--- config.mk ---
export PLATFORM = sky130hd
export DESIGN_NAME = fetch_unit
export DESIGN_NICKNAME = d
export VERILOG_FILES = /design/src/rtl/fetch_unit_pkg.sv /design/src/rtl/fetch_skid_fifo.sv /design/src/rtl/fetch_unit.sv
export SDC_FILE = /design/constraint.sdc
export NUM_CORES = 1
export LEC_CHECK = 0
export ABC_AREA = 1
export CAP_MARGIN = 10
export CORE_ASPECT_RATIO = 2
export CORE_MARGIN = 2
export CORE_UTILIZATION = 50
export CTS_CLUSTER_SIZE = 24
export DETAILED_ROUTE_END_ITERATION = 8
export GPL_TIMING_DRIVEN = 0
export PLACE_DENSITY = 0.75
export SYNTH_ARGS = -nofsm -noshare
export SYNTH_HDL_FRONTEND = slang
export SYNTH_SLANG_ARGS = --single-unit
--- constraint.sdc ---
create_clock -name clk -period 5.85 [get_ports clk]
set_input_delay 1.17 -clock clk [delete_from_list [all_inputs] [get_ports clk]]
set_output_delay 1.17 -clock clk [all_outputs]
set_load 0.1 [all_outputs]
--- src/rtl/fetch_unit_pkg.sv ---
// fetch_unit_pkg: shared widths, reset constants and types for the fetch stage
package fetch_unit_pkg;
  localparam int ADDR = 8;
  localparam int WORD = 32;
  localparam logic [ADDR-1:0] RESET_PC_DEFAULT = '0;
  localparam int FQ_DEPTH = 2;
  typedef enum logic {RUN, HALTED} fetch_state_t;
  typedef struct packed {
    logic [ADDR-1:0] pc;
    logic [WORD-1:0] inst;
  } fetch_entry_t;
endpackage

--- src/rtl/fetch_skid_fifo.sv ---
// fetch_skid_fifo: 2-entry skid buffer holding {pc, inst}; flush beats push, push accepted alongside pop
module fetch_skid_fifo
  import fetch_unit_pkg::*;
(
  input  logic         clk,
  input  logic         rst,
  input  logic         push,
  input  logic         pop,
  input  logic         flush,
  input  fetch_entry_t din,
  output logic [1:0]   occ,
  output fetch_entry_t head
);
  fetch_entry_t tail;
  logic pop_ok, push_ok;
  // head is entry 0 and drives the outputs directly; tail is the overflow slot
  always_comb begin
    pop_ok = pop && occ != 2'd0;
    push_ok = push && (occ != 2'd2 || pop_ok);
  end
  // shift-style storage: a pop moves tail into head, a push fills the first free slot
  always_ff @(posedge clk or posedge rst)
    if (rst) begin
      occ <= '0;
      head <= '0;
      tail <= '0;
    end else if (flush) begin
      occ <= '0;
    end else begin
      if (push_ok && (occ == 2'd0 || (occ == 2'd1 && pop_ok))) head <= din;
      else if (pop_ok && occ == 2'd2) head <= tail;
      if (push_ok && ((occ == 2'd1 && !pop_ok) || (occ == 2'd2 && pop_ok))) tail <= din;
      occ <= occ + {1'b0, push_ok} - {1'b0, pop_ok};
    end
endmodule

--- src/rtl/fetch_unit.sv ---
// fetch_unit: PC owner and fetch stage with skid buffer; FETCH_STATS_EN adds handshake/stall counters
module fetch_unit
  import fetch_unit_pkg::*;
#(
  parameter logic [ADDR-1:0] RESET_PC = RESET_PC_DEFAULT
) (
  input  logic            clk,
  input  logic            rst,
  output logic [ADDR-1:0] imem_a,
  output logic            imem_w,
  input  logic [WORD-1:0] imem_q,
  input  logic            redirect_valid,
  input  logic [ADDR-1:0] redirect_pc,
  input  logic            halt,
  output logic            out_valid,
  input  logic            out_ready,
  output logic [WORD-1:0] out_inst,
  output logic [ADDR-1:0] out_pc
`ifdef FETCH_STATS_EN
  ,
  output logic [31:0]     stat_fetched,
  output logic [31:0]     stat_stall
`endif
);
  fetch_state_t state, state_nx;
  logic [ADDR-1:0] pc, req_pc;
  logic req_q, pop, issue;
  logic [1:0] occ;
  logic [2:0] load;
  fetch_entry_t head;

  assign imem_w = 1'b0;
  assign imem_a = rst ? RESET_PC : redirect_valid ? redirect_pc : pc;
  assign out_valid = occ != 2'd0;
  assign out_pc = head.pc;
  assign out_inst = head.inst;
  assign pop = out_valid & out_ready;

  // issue only if the buffer can still absorb the read; a redirect always issues, even while halted
  always_comb begin
    load = {1'b0, occ} + {2'b0, req_q} - {2'b0, pop};
    issue = redirect_valid || (state == RUN && load <= 3'd1);
    state_nx = halt ? HALTED : RUN;
  end

  // pc, in-flight request tracking and run/halt state
  always_ff @(posedge clk or posedge rst)
    if (rst) begin
      state <= RUN;
      pc <= RESET_PC;
      req_q <= 1'b0;
      req_pc <= '0;
    end else begin
      state <= state_nx;
      req_q <= issue;
      if (issue) begin
        req_pc <= imem_a;
        pc <= imem_a + 1'b1;
      end
    end

  fetch_skid_fifo u_fifo (
    .clk   (clk),
    .rst   (rst),
    .push  (req_q),
    .pop   (pop),
    .flush (redirect_valid),
    .din   ('{pc: req_pc, inst: imem_q}),
    .occ   (occ),
    .head  (head)
  );

`ifdef FETCH_STATS_EN
  // saturating counters of delivered instructions and back-pressured cycles
  always_ff @(posedge clk or posedge rst)
    if (rst) begin
      stat_fetched <= '0;
      stat_stall <= '0;
    end else begin
      if (pop && !(&stat_fetched)) stat_fetched <= stat_fetched + 32'd1;
      if (out_valid && !out_ready && !(&stat_stall)) stat_stall <= stat_stall + 32'd1;
    end
`endif
endmodule

==> impl_metrics.py <==
metrics = {
    "finish": {
        "nets": 706,
        "syn2layout_area_growth_pct": 30.2,
        "drive_above_1_share": 0.138,
        "antenna_cells": 0,
        "final_cell_area_um2": 6290,
        "fin_cells": 764,
    },
    "sta": {
        "layout_min_cycle_time_ns": 4.87,
        "relSlewSlack": 0.343,
        "fmax_mhz": 205,
        "whs_ns": 0.493,
        "worst_slew_pin_slew_ns": 0.983,
        "tns_ns": 0,
        "rsz0062_at_grt": "no",
        "hold_viol": 0,
        "report.final.slew_viol_count": 0,
        "finalCritPeriodShare": 0.833,
        "setup_viol": 0,
        "skew_ns": 0.0114,
    },
    "global_routing": {
        "grt_pass1_vias": 3861,
        "grt_pass1_wl_um": 18200,
        "grt_use_met1": 0.270,
        "grt_usage": 0.225,
        "grt.met2_usage": 0.382,
        "overflow": 0,
        "top_usage_layer": "met2",
        "antenna_found_initial": 0,
        "grt_util_met3": 0.0374,
        "grt_max_degree": 36,
    },
    "logic_synthesis": {
        "yosysMostFrequentCell": "nand2_1",
        "ys_seq_area_frac": 0.518,
        "yosysTopAreaCell": "dfrtp_1",
        "yosysUniqueCellTypes": 30,
        "yosys_warnings": 0,
        "yosys_register_bits": 100,
        "syn_avg_cell_area_um2": 8.81,
        "synth_common_cells": "nand2_1 (128), dfrtp_1 (100), inv_1 (64)",
        "synthCells": 548,
        "synth_edf_count": 0,
        "syn_area_um2": 4830,
        "synth_nets": 599,
        "synth_area_leaders": "dfrtp_1 (52%), nand2_1 (9.9%), a21oi_2 (7.3%)",
        "synthFlopType": "dfrtp_1",
        "synth_top_cell_area_share": 0.518,
        "synthArstFlopShare": 1.00,
    },
    "cts": {
        "cts_sinks": 100,
        "clockBufferDepth": 2,
        "cts_resized": 0,
        "post_cts_buffers": 0,
        "cts_tree": "yes",
        "cts-root-buf": "clkbuf_16",
        "cts_hold_buf": 0,
        "cts_htree_levels": 3,
        "clk_pin_slew_ns": 0.07,
        "worst_skew_pair.late_latency_ns": 0.36,
        "cts_buffers": 9,
    },
    "routing": {
        "post_drt_wl_per_cell_um": 14.7,
        "drc": 0,
        "drt-pass1-iter-count": 4,
        "drt_iter0_drc": 256,
        "drt_wl_total_um": 11200,
        "vias": 3951,
        "viasPerCell": 5.17,
        "ant_nets": 0,
    },
    "setup_path": {
        "start_kind": "input pin",
        "cp-end-kind": "primary output",
        "r2r_cells": 15,
        "r2r_end": "pc[6]",
        "crit_required_ns": 4.68,
        "path_class": "input pin to primary output",
        "ff2ff_setup_slack_ns": 2.94,
        "cp_max_fo": 25,
        "critPathArrivalTime_ns": 3.70,
        "timing.rr.start": "u_fifo.occ[1]",
    },
    "job": {
        "drv_cap": 0,
    },
    "die": {
        "start_util": 0.515,
        "die_x_um": 73.5,
        "row_count": 50,
        "coreArea_um2": 9380,
        "dieHeight_um": 143,
        "die_area_um2": 10500,
        "io_pins": 95,
    },
    "worst_hold_path": {
        "hold_class": "flip-flop to flip-flop",
        "worstHoldStart": "u_fifo.tail[32]",
        "hold_depth": 2,
        "min_to": "u_fifo.tail[32]",
    },
    "placed_design": {
        "gp_congestion": 0.821,
        "placed_cell_area_um2": 5950,
        "dp_hpwl_um": 8310,
        "dp_cells": 748,
        "port_buffers": 93,
    },
    "run_status": {
        "outcome": "finished, final reports clean",
    },
}
worst max-delay path by stage:
| stage | end | slack, ns | start | cells after the start |
|---|---|---|---|---|
| 6_report | imem_a[2] | 0.98 | rst | 6 |
| 3_5_place_dp | imem_a[2] | 0.93 | rst | 6 |
| 2_1_floorplan | imem_a[5] | 0.93 | rst | 3 |
| 5_1_grt | imem_a[2] | 0.81 | rst | 6 |
| 3_3_place_gp | imem_a[6] | -0.82 | rst | 5 |
| 4_1_cts | imem_a[2] | 0.92 | rst | 6 |
layer usage:
layer	vias to the layer above	share of wire
li1	1946	-
met1	1867	0.40
met2	108	0.53
met3	30	0.040
met4	0	0.037
met5	-	0
cells by family (layout without fill, tap and decap cells):
group           after synthesis  count (layout)  synth area share
simple gates                205             205             0.168
compound gates              140             140             0.201
flops                       100             100             0.518
buf+inv                      94             206            0.0909
fa+ha+maj                     6               6            0.0171
xor+xnor                      2               2           0.00363
other cells                   1               1          0.000776
critical path, stage by stage:
cell and delay, ns:
clkdlybuf4s50_1 0.60, clkinvlp_4 0.48, buf_12 0.34, nand2_1 0.08, inv_1 0.06, clkdlybuf4s50_1 0.96
flip-flops by register name, indices dropped and copies added, names as in the netlist:
| name | cells |
|---|---|
| pc | 8 |
| req_pc | 8 |
| req_q | 1 |
| state | 1 |
| u_fifo.head | 40 |
| u_fifo.occ | 2 |
| u_fifo.tail | 40 |
metrics by stage:
step / setup WS (ns) / utilization
6_report: 0.976 / 0.670
2_1_floorplan: 0.928 / -
3_5_place_dp: 0.934 / 0.635
3_3_place_gp: -0.816 / 0.628
4_1_cts: 0.924 / 0.670
5_1_grt: 0.807 / 0.670
final cells by class:
cell class                 count  area, um^2
sequential                   100        2500
clock buffer                   9         225
clock inverter                 7         106
timing repair buffer          96         991
multi-input combinational    354        1890
fill                         786        3100
tap                          104         130
inverter                      66         251
buffer                        28         191
cells in the final DEF (no fill, tap or decap), types with 2 or more instances in the layout:
cell,count
clkbuf_1,7
nand2_1,128
or2_2,2
a21oi_2,40
inv_2,2
nand3_2,2
buf_2,11
clkbuf_16,9
a21oi_1,3
nor2_1,59
clkdlybuf4s50_1,93
buf_4,2
o21ai_0,33
buf_6,6
dfrtp_1,100
o21a_1,41
clkbuf_8,2
bufinv_16,2
ha_1,5
buf_12,3
inv_6,2
clkinv_4,2
nand3_1,10
o21ai_1,20
inv_1,63
Power is not shown: default switching activity piles up to over one toggle a cycle in this logic, so the estimate is an artifact.
